File: src/rtl/perf_pkg.sv
// Shared types and constants for the performance-counter register reader.
package perf_pkg;

    typedef enum logic [1:0] {
        IDLE = 2'd0,
        EXEC = 2'd1,
        RESP = 2'd2
    } state_t;

    // Bit of the CTRL write data that clears every attached counter.
    localparam int CLR_ALL = 0;

    // Byte offset of CTRL: it sits directly after the last counter word.
    function automatic logic [31:0] ctrl_offset(input int num_cnt);
        return 32'(4 * num_cnt);
    endfunction

endpackage

File: src/rtl/perf_addr_decode.sv
// Window decode: maps a byte address onto a counter index or the CTRL word.
// Anything outside the window, past CTRL, or not word-aligned is unmapped.
module perf_addr_decode
    import perf_pkg::*;
#(
    parameter int          NUM_CNT   = 8,
    parameter logic [31:0] BASE_ADDR = 32'hFFFF_FF00,
    parameter int          IDX_W     = 3
) (
    input  logic [31:0]      address,
    output logic             hit,
    output logic             is_ctrl,
    output logic [IDX_W-1:0] index
);

    logic [31:0] offset;

    // Addresses below the base wrap to a huge offset and fall out as unmapped.
    assign offset = address - BASE_ADDR;

    // Classify the offset against the counter words and the CTRL word.
    always_comb begin
        hit     = (offset[1:0] == 2'b00) && (offset <= ctrl_offset(NUM_CNT));
        is_ctrl = (offset == ctrl_offset(NUM_CNT));
        index   = offset[IDX_W+1:2];
    end

endmodule

File: src/rtl/perf_counter_reader.sv
// Memory-mapped reader for a bank of external event counters, with per-counter
// and global clear through cnt_reset.
//
//  state | meaning
//  IDLE  | waiting for mem_read/mem_write; latches address and type on accept
//  EXEC  | samples the selected counter / CTRL word; cnt_reset pulse is visible
//  RESP  | mem_resp high, mem_rdata held
module perf_counter_reader
    import perf_pkg::*;
#(
    parameter int          NUM_CNT   = 8,
    parameter int          CNT_WIDTH = 16,
    parameter logic [31:0] BASE_ADDR = 32'hFFFF_FF00
) (
    input  logic                           clk,
    input  logic                           reset,
    input  logic [NUM_CNT*CNT_WIDTH-1:0]   count_vec,
    input  logic                           mem_read,
    input  logic                           mem_write,
    input  logic [31:0]                    mem_address,
    input  logic [31:0]                    mem_wdata,
    output logic [31:0]                    mem_rdata,
    output logic                           mem_resp,
    output logic [NUM_CNT-1:0]             cnt_reset
);

    localparam int IDX_W = (NUM_CNT > 1) ? $clog2(NUM_CNT) : 1;

    state_t           state;
    logic [31:0]      addr_q;
    logic             is_write_q;

    logic [31:0]      dec_addr;
    logic             dec_hit;
    logic             dec_ctrl;
    logic [IDX_W-1:0] dec_index;

    logic             req;
    logic             wr_req;
    logic [31:0]      cnt_val;
    logic [31:0]      rd_val;
    logic [NUM_CNT-1:0] clr_vec;
    logic [31:0]      ctrl_word;

    // Only the CLR_ALL bit of the write data carries meaning.
    logic             unused_wdata;
    assign unused_wdata = ^{mem_wdata[31:CLR_ALL+1], 1'b0};

    // Decode the live address while accepting, the latched one afterwards.
    assign dec_addr = (state == IDLE) ? mem_address : addr_q;

    perf_addr_decode #(
        .NUM_CNT   (NUM_CNT),
        .BASE_ADDR (BASE_ADDR),
        .IDX_W     (IDX_W)
    ) u_decode (
        .address (dec_addr),
        .hit     (dec_hit),
        .is_ctrl (dec_ctrl),
        .index   (dec_index)
    );

    // A simultaneous read and write is served as a read.
    assign req       = mem_read | mem_write;
    assign wr_req    = mem_write & ~mem_read;
    assign ctrl_word = {8'h00, 8'(CNT_WIDTH), 8'h00, 8'(NUM_CNT)};

    // Select and zero-extend the addressed counter, or the CTRL word.
    always_comb begin
        cnt_val = '0;
        if (dec_hit && !dec_ctrl) begin
            cnt_val[CNT_WIDTH-1:0] = count_vec[dec_index*CNT_WIDTH +: CNT_WIDTH];
        end
        rd_val = dec_ctrl ? ctrl_word : cnt_val;
    end

    // Clear pattern produced by a write to the decoded address.
    always_comb begin
        clr_vec = '0;
        if (dec_hit && !dec_ctrl) begin
            clr_vec[dec_index] = 1'b1;
        end else if (dec_ctrl && mem_wdata[CLR_ALL]) begin
            clr_vec = '1;
        end
    end

    // Request sequencer; cnt_reset is held high throughout reset so the
    // external counters stay cleared until the block is running.
    always_ff @(posedge clk or posedge reset) begin
        if (reset) begin
            state      <= IDLE;
            addr_q     <= '0;
            is_write_q <= 1'b0;
            mem_resp   <= 1'b0;
            mem_rdata  <= '0;
            cnt_reset  <= '1;
        end else begin
            cnt_reset <= '0;
            case (state)
                IDLE: begin
                    if (req) begin
                        addr_q     <= mem_address;
                        is_write_q <= wr_req;
                        if (wr_req) begin
                            cnt_reset <= clr_vec;
                        end
                        state <= EXEC;
                    end
                end
                EXEC: begin
                    mem_rdata <= is_write_q ? 32'h0 : rd_val;
                    mem_resp  <= 1'b1;
                    state     <= RESP;
                end
                RESP: begin
                    mem_resp   <= 1'b0;
                    mem_rdata  <= '0;
                    is_write_q <= 1'b0;
                    state      <= IDLE;
                end
                default: begin
                    mem_resp  <= 1'b0;
                    mem_rdata <= '0;
                    state     <= IDLE;
                end
            endcase
        end
    end

endmodule

File: config.mk
export PLATFORM = sky130hd
export DESIGN_NAME = perf_counter_reader
export DESIGN_NICKNAME = d
export VERILOG_FILES = /design/src/rtl/perf_pkg.sv /design/src/rtl/perf_addr_decode.sv /design/src/rtl/perf_counter_reader.sv
export SDC_FILE = /design/constraint.sdc
export NUM_CORES = 1
export LEC_CHECK = 0
export ABC_AREA = 1
export BUFFER_PORTS_ARGS = -buffer_cell sky130_fd_sc_hd__buf_2
export CAP_MARGIN = 20
export CORE_ASPECT_RATIO = 0.75
export CORE_MARGIN = 8
export CORE_UTILIZATION = 48
export CTS_CLUSTER_DIAMETER = 40
export DETAILED_ROUTE_END_ITERATION = 16
export PLACE_DENSITY = 0.83
export SLEW_MARGIN = 20
export SYNTH_ARGS = -nofsm -noshare
export SYNTH_HDL_FRONTEND = slang
export SYNTH_HIERARCHICAL = 1
export SYNTH_SLANG_ARGS = --single-unit
File: constraint.sdc
create_clock -name clk -period 3.83 [get_ports clk]
set_input_delay 0.766 -clock clk [delete_from_list [all_inputs] [get_ports clk]]
set_output_delay 0.766 -clock clk [all_outputs]
set_load 0.01 [all_outputs]
==> key figures <==
Status
  – Status: completed

STA
  – Max-slew violations: 0
  – RSZ-0062 raised after global routing: no
  – Final setup viols: 0
  – Setup TNS: 0 ps
  – Slew of the pin with the lowest slew margin: 955 ps
  – Max Clk Rate: 289 MHz
  – Final worst path period need: 3460 ps
  – Slew HR: 36.3%
  – Final cycle utilization of the critical path: 90.4%
  – Slack of the critical path: 367 ps
  – Clock skew: 5.20 ps
  – Hold WS: 476 ps
  – Fin. Hold Viols: 0

Placed design
  – Hpwl dp: 11.4 mm
  – Dpl cells: 1,160
  – GPL Wtd Cong: 0.919
  – Place WS: 311 ps
  – PortBufs: 190

Worst hold path
  – Worst Hold Path EP: mem_rdata[11]
  – Worst min path class: flop to flop
  – Hold Crit Start: mem_rdata[11]
  – Hold path cells: 2

Clock network
  – Sink Count: 61
  – Worst skew pair latency: 330 ps
  – Root Buffer: clkbuf_16
  – # Post-CTS Setup Buffers: 0
  – Clock Path Buffers: 2
  – CTS H-tree depth: 3
  – Num CTS Buffers: 9
  – Clock Pin Slew Worst Setup and Hold Paths: 50 ps
  – TritonCTS clock tree: done

Die
  – Core area: 10,200 µm²
  – Chip width: 133 µm
  – Initial Util: 48.6%
  – Die area: 13,800 µm²
  – FP Rows: 32
  – IO Pins: 237
  – Die height: 104 µm

Global routing
  – Initial antenna violation count: 0
  – First-pass GRT wire length: 24.4 mm
  – Pin count of the biggest net entering global routing: 70
  – GRT Util Overall: 21.2%
  – Vias in the first global route: 5,030
  – Grt total ovfl: 0

Synthesis
  – Compound-Gate Fraction of Synth Area: 8.96%
  – Post-Synth Adder-Cell Area: 0%
  – Post-synth ARST share: 100%
  – Synth Area per Inst: 5.68 µm²
  – Synth Warn #: 6
  – FF+latch count, synth: 61
  – Synth Area in XOR/XNOR: 0.532%
  – Mapped Area: 4940 µm²
  – Synth cell types: 27
  – Gate Count Post-Synth: 870
  – Seq/Total Area, Yosys: 31.1%
  – Multiplexer area fraction after synthesis: 0%
  – Post-synth EDFFs: 0
  – Largest family of logic cells by synthesized area: simple AND/OR/NAND/NOR gates
  – Simple-gate area share of the yosys netlist: 46.7%
  – Main synth FF type: dfrtp_1

Critical path
  – WP depth: 19
  – Slowest-stage cell, CP: dfrtp_1
  – FF-to-FF End: cnt_reset[5]
  – Crit path DAT: 3720 ps
  – CP required: 4080 ps
  – Setup CP Type: flop to flop
  – Crit-path most repeated cell: nor2_1
  – Critical path's top delay family: simple AND/OR/NAND/NOR gates
  – Reg2reg start: state[0]
  – CP Cell Sequence: nor2_4 -> inv_1 -> buf_12 -> o21ai_0 -> nand2_1 -> nor2_1 -> nand3_1 -> nand2_1 -> nand2_1 -> nor2_1 -> nand3_1 -> nor2_1 -> nand3_1 -> nor2_1 -> nand2_2 -> inv_2 -> a21oi_1 -> or2_1 -> a21oi_1
  – Worst-case reg-to-reg path depth: 19
  – Startpoint types: flop
  – Max stage delay on crit path: 430 ps
  – Worst path bufs/invs: 3
  – Crit path max fanout: 52
  – Setup slack, reg-to-reg: 370 ps
  – Setup crit end kind: flop

Flow run
  – # Max-Cap Violations: 0

Finish
  – FILL cells: 1,054
  – Share of cells above drive strength 1: 23.5%
  – Layout Cells excl Fill: 1,176
  – Antenna diodes: 0
  – Layout area overhead: 24.0%
  – Final core utilization: 60.3%
  – Final net count: 1,231

Routing
  – Post-Route WL: 14.9 mm
  – Via count: 5,585
  – Vias per cell: 4.75
  – Detailed Routing Iterations Pass 1: 5
  – WL per Instance: 12.7 µm
  – DRT iter0 DRCs: 472
  – # DRC: 0
  – Antenna Nets Post-Route: 0

Power
  – Leak Pwr: 3.69 nW
  – Maximum VDD drop: 0.000394 V
  – P per Cell Area: 724 nW/µm²
-- cells in the final DEF (no fill, tap or decap), types with 3 or more instances in the layout --
cell type / netlist / layout
inv_1: 64 / 63
buf_4: 22 / 8
o21bai_1: 4 / 4
dfrtp_1: 53 / 53
o21ai_0: 60 / 56
clkinv_2: 0 / 3
nand3_1: 15 / 15
buf_2: 19 / 190
inv_2: 5 / 6
clkbuf_16: 0 / 9
o21ai_1: 8 / 9
nor2_2: 8 / 8
nand4_1: 5 / 5
nor2_1: 47 / 47
nand2_1: 507 / 507
dfstp_2: 8 / 8
o21ai_2: 1 / 3
conb_1: 1 / 15
a21oi_1: 11 / 11
-- metal layers --
layer	track usage [%]	part of all wire [%]	vias up
li1	-	-	2931
met1	28.8	46	2428
met2	32.7	45	215
met3	6.13	8.1	11
met4	4.08	0.76	0
met5	0	0	-
-- cell usage after synthesis, types with 2 or more instances --
master / n / share of area [%]
nand2_1: 507 / 39
inv_1: 64 / 4.9
o21ai_0: 60 / 6.1
dfrtp_1: 53 / 27
nor2_1: 47 / 3.6
buf_4: 22 / 3.3
buf_2: 19 / 1.9
nand3_1: 15 / 1.5
clkbuf_1: 13 / 0.99
a21oi_1: 11 / 1.1
dfstp_2: 8 / 4.3
nor2_2: 8 / 1.0
o21ai_1: 8 / 0.81
buf_6: 5 / 1.1
inv_2: 5 / 0.38
nand4_1: 5 / 0.63
o21bai_1: 4 / 0.61
nand2_2: 2 / 0.25
nand3b_1: 2 / 0.30
nor2_4: 2 / 0.46
nor3_1: 2 / 0.20
or2_1: 2 / 0.25
xnor2_1: 2 / 0.35
-- worst max path at each step --
stage / start / endpoint / slack, ps
6_report: state[0] / cnt_reset[5] / 370
5_1_grt: state[0] / cnt_reset[5] / 40
4_1_cts: state[0] / cnt_reset[5] / 340
3_5_place_dp: mem_address[18] / cnt_reset[5] / 310
3_3_place_gp: mem_address[18] / cnt_reset[5] / 350
2_1_floorplan: state[0] / cnt_reset[2] / 920
-- cell families (layout without fill, tap and decap cells) --
group / Yosys count / in the layout
and+or+nand+nor: 592 / 592
buffers and inverters: 128 / 284
AOI/OAI and AO/OA: 85 / 85
DFF: 61 / 61
xor gates and xnor gates: 3 / 3
other: 1 / 15
-- layout make-up --
type,instances,area (µm²),share of cell area [%]
inverters,69,259,4.23
well taps,136,170,2.78
clock buffers,12,256,4.19
clock inverters,4,22.5,0.367
repair buffers,199,1030,16.8
multi-input cells,695,2850,46.5
flip-flops and latches,61,1540,25.1
-- power by group --
part / switching [mW] / internal, mW / leakage, nW
Clock: 0.277 / 0.469 / 0.138
Sequential: 0.0942 / 0.835 / 0.763
Combinational: 1.90 / 0.860 / 2.79
Total: 2.28 / 2.16 / 3.69
-- registers in the layout (all words and copies together), names as in the netlist --
register,count
addr_q,32
mem_resp,1
is_write_q,1
cnt_reset,8
mem_rdata,17
state,2
-- through the flow --
step | area, µm² | total power [mW]
floorplan | 4990 | 3.19
global placement | 5850 | 3.64
detailed placement | 5850 | 3.68
CTS | 6130 | 4.45
global route | 6130 | 4.95
finish | 6130 | 4.44
-- tightest hold or removal path: cells and delay by family (launching register included) --
kind          cells  cell delay [ps]
simple gates      2              110
flops             1              330
-- what timing repair did --
action,4_1_cts,5_1_grt
gates resized for setup,0,1
setup endpoints to repair,0,8
hold endpoints to repair,0,0
hold buffers,0,0
Power figures use the tool's default switching activity.
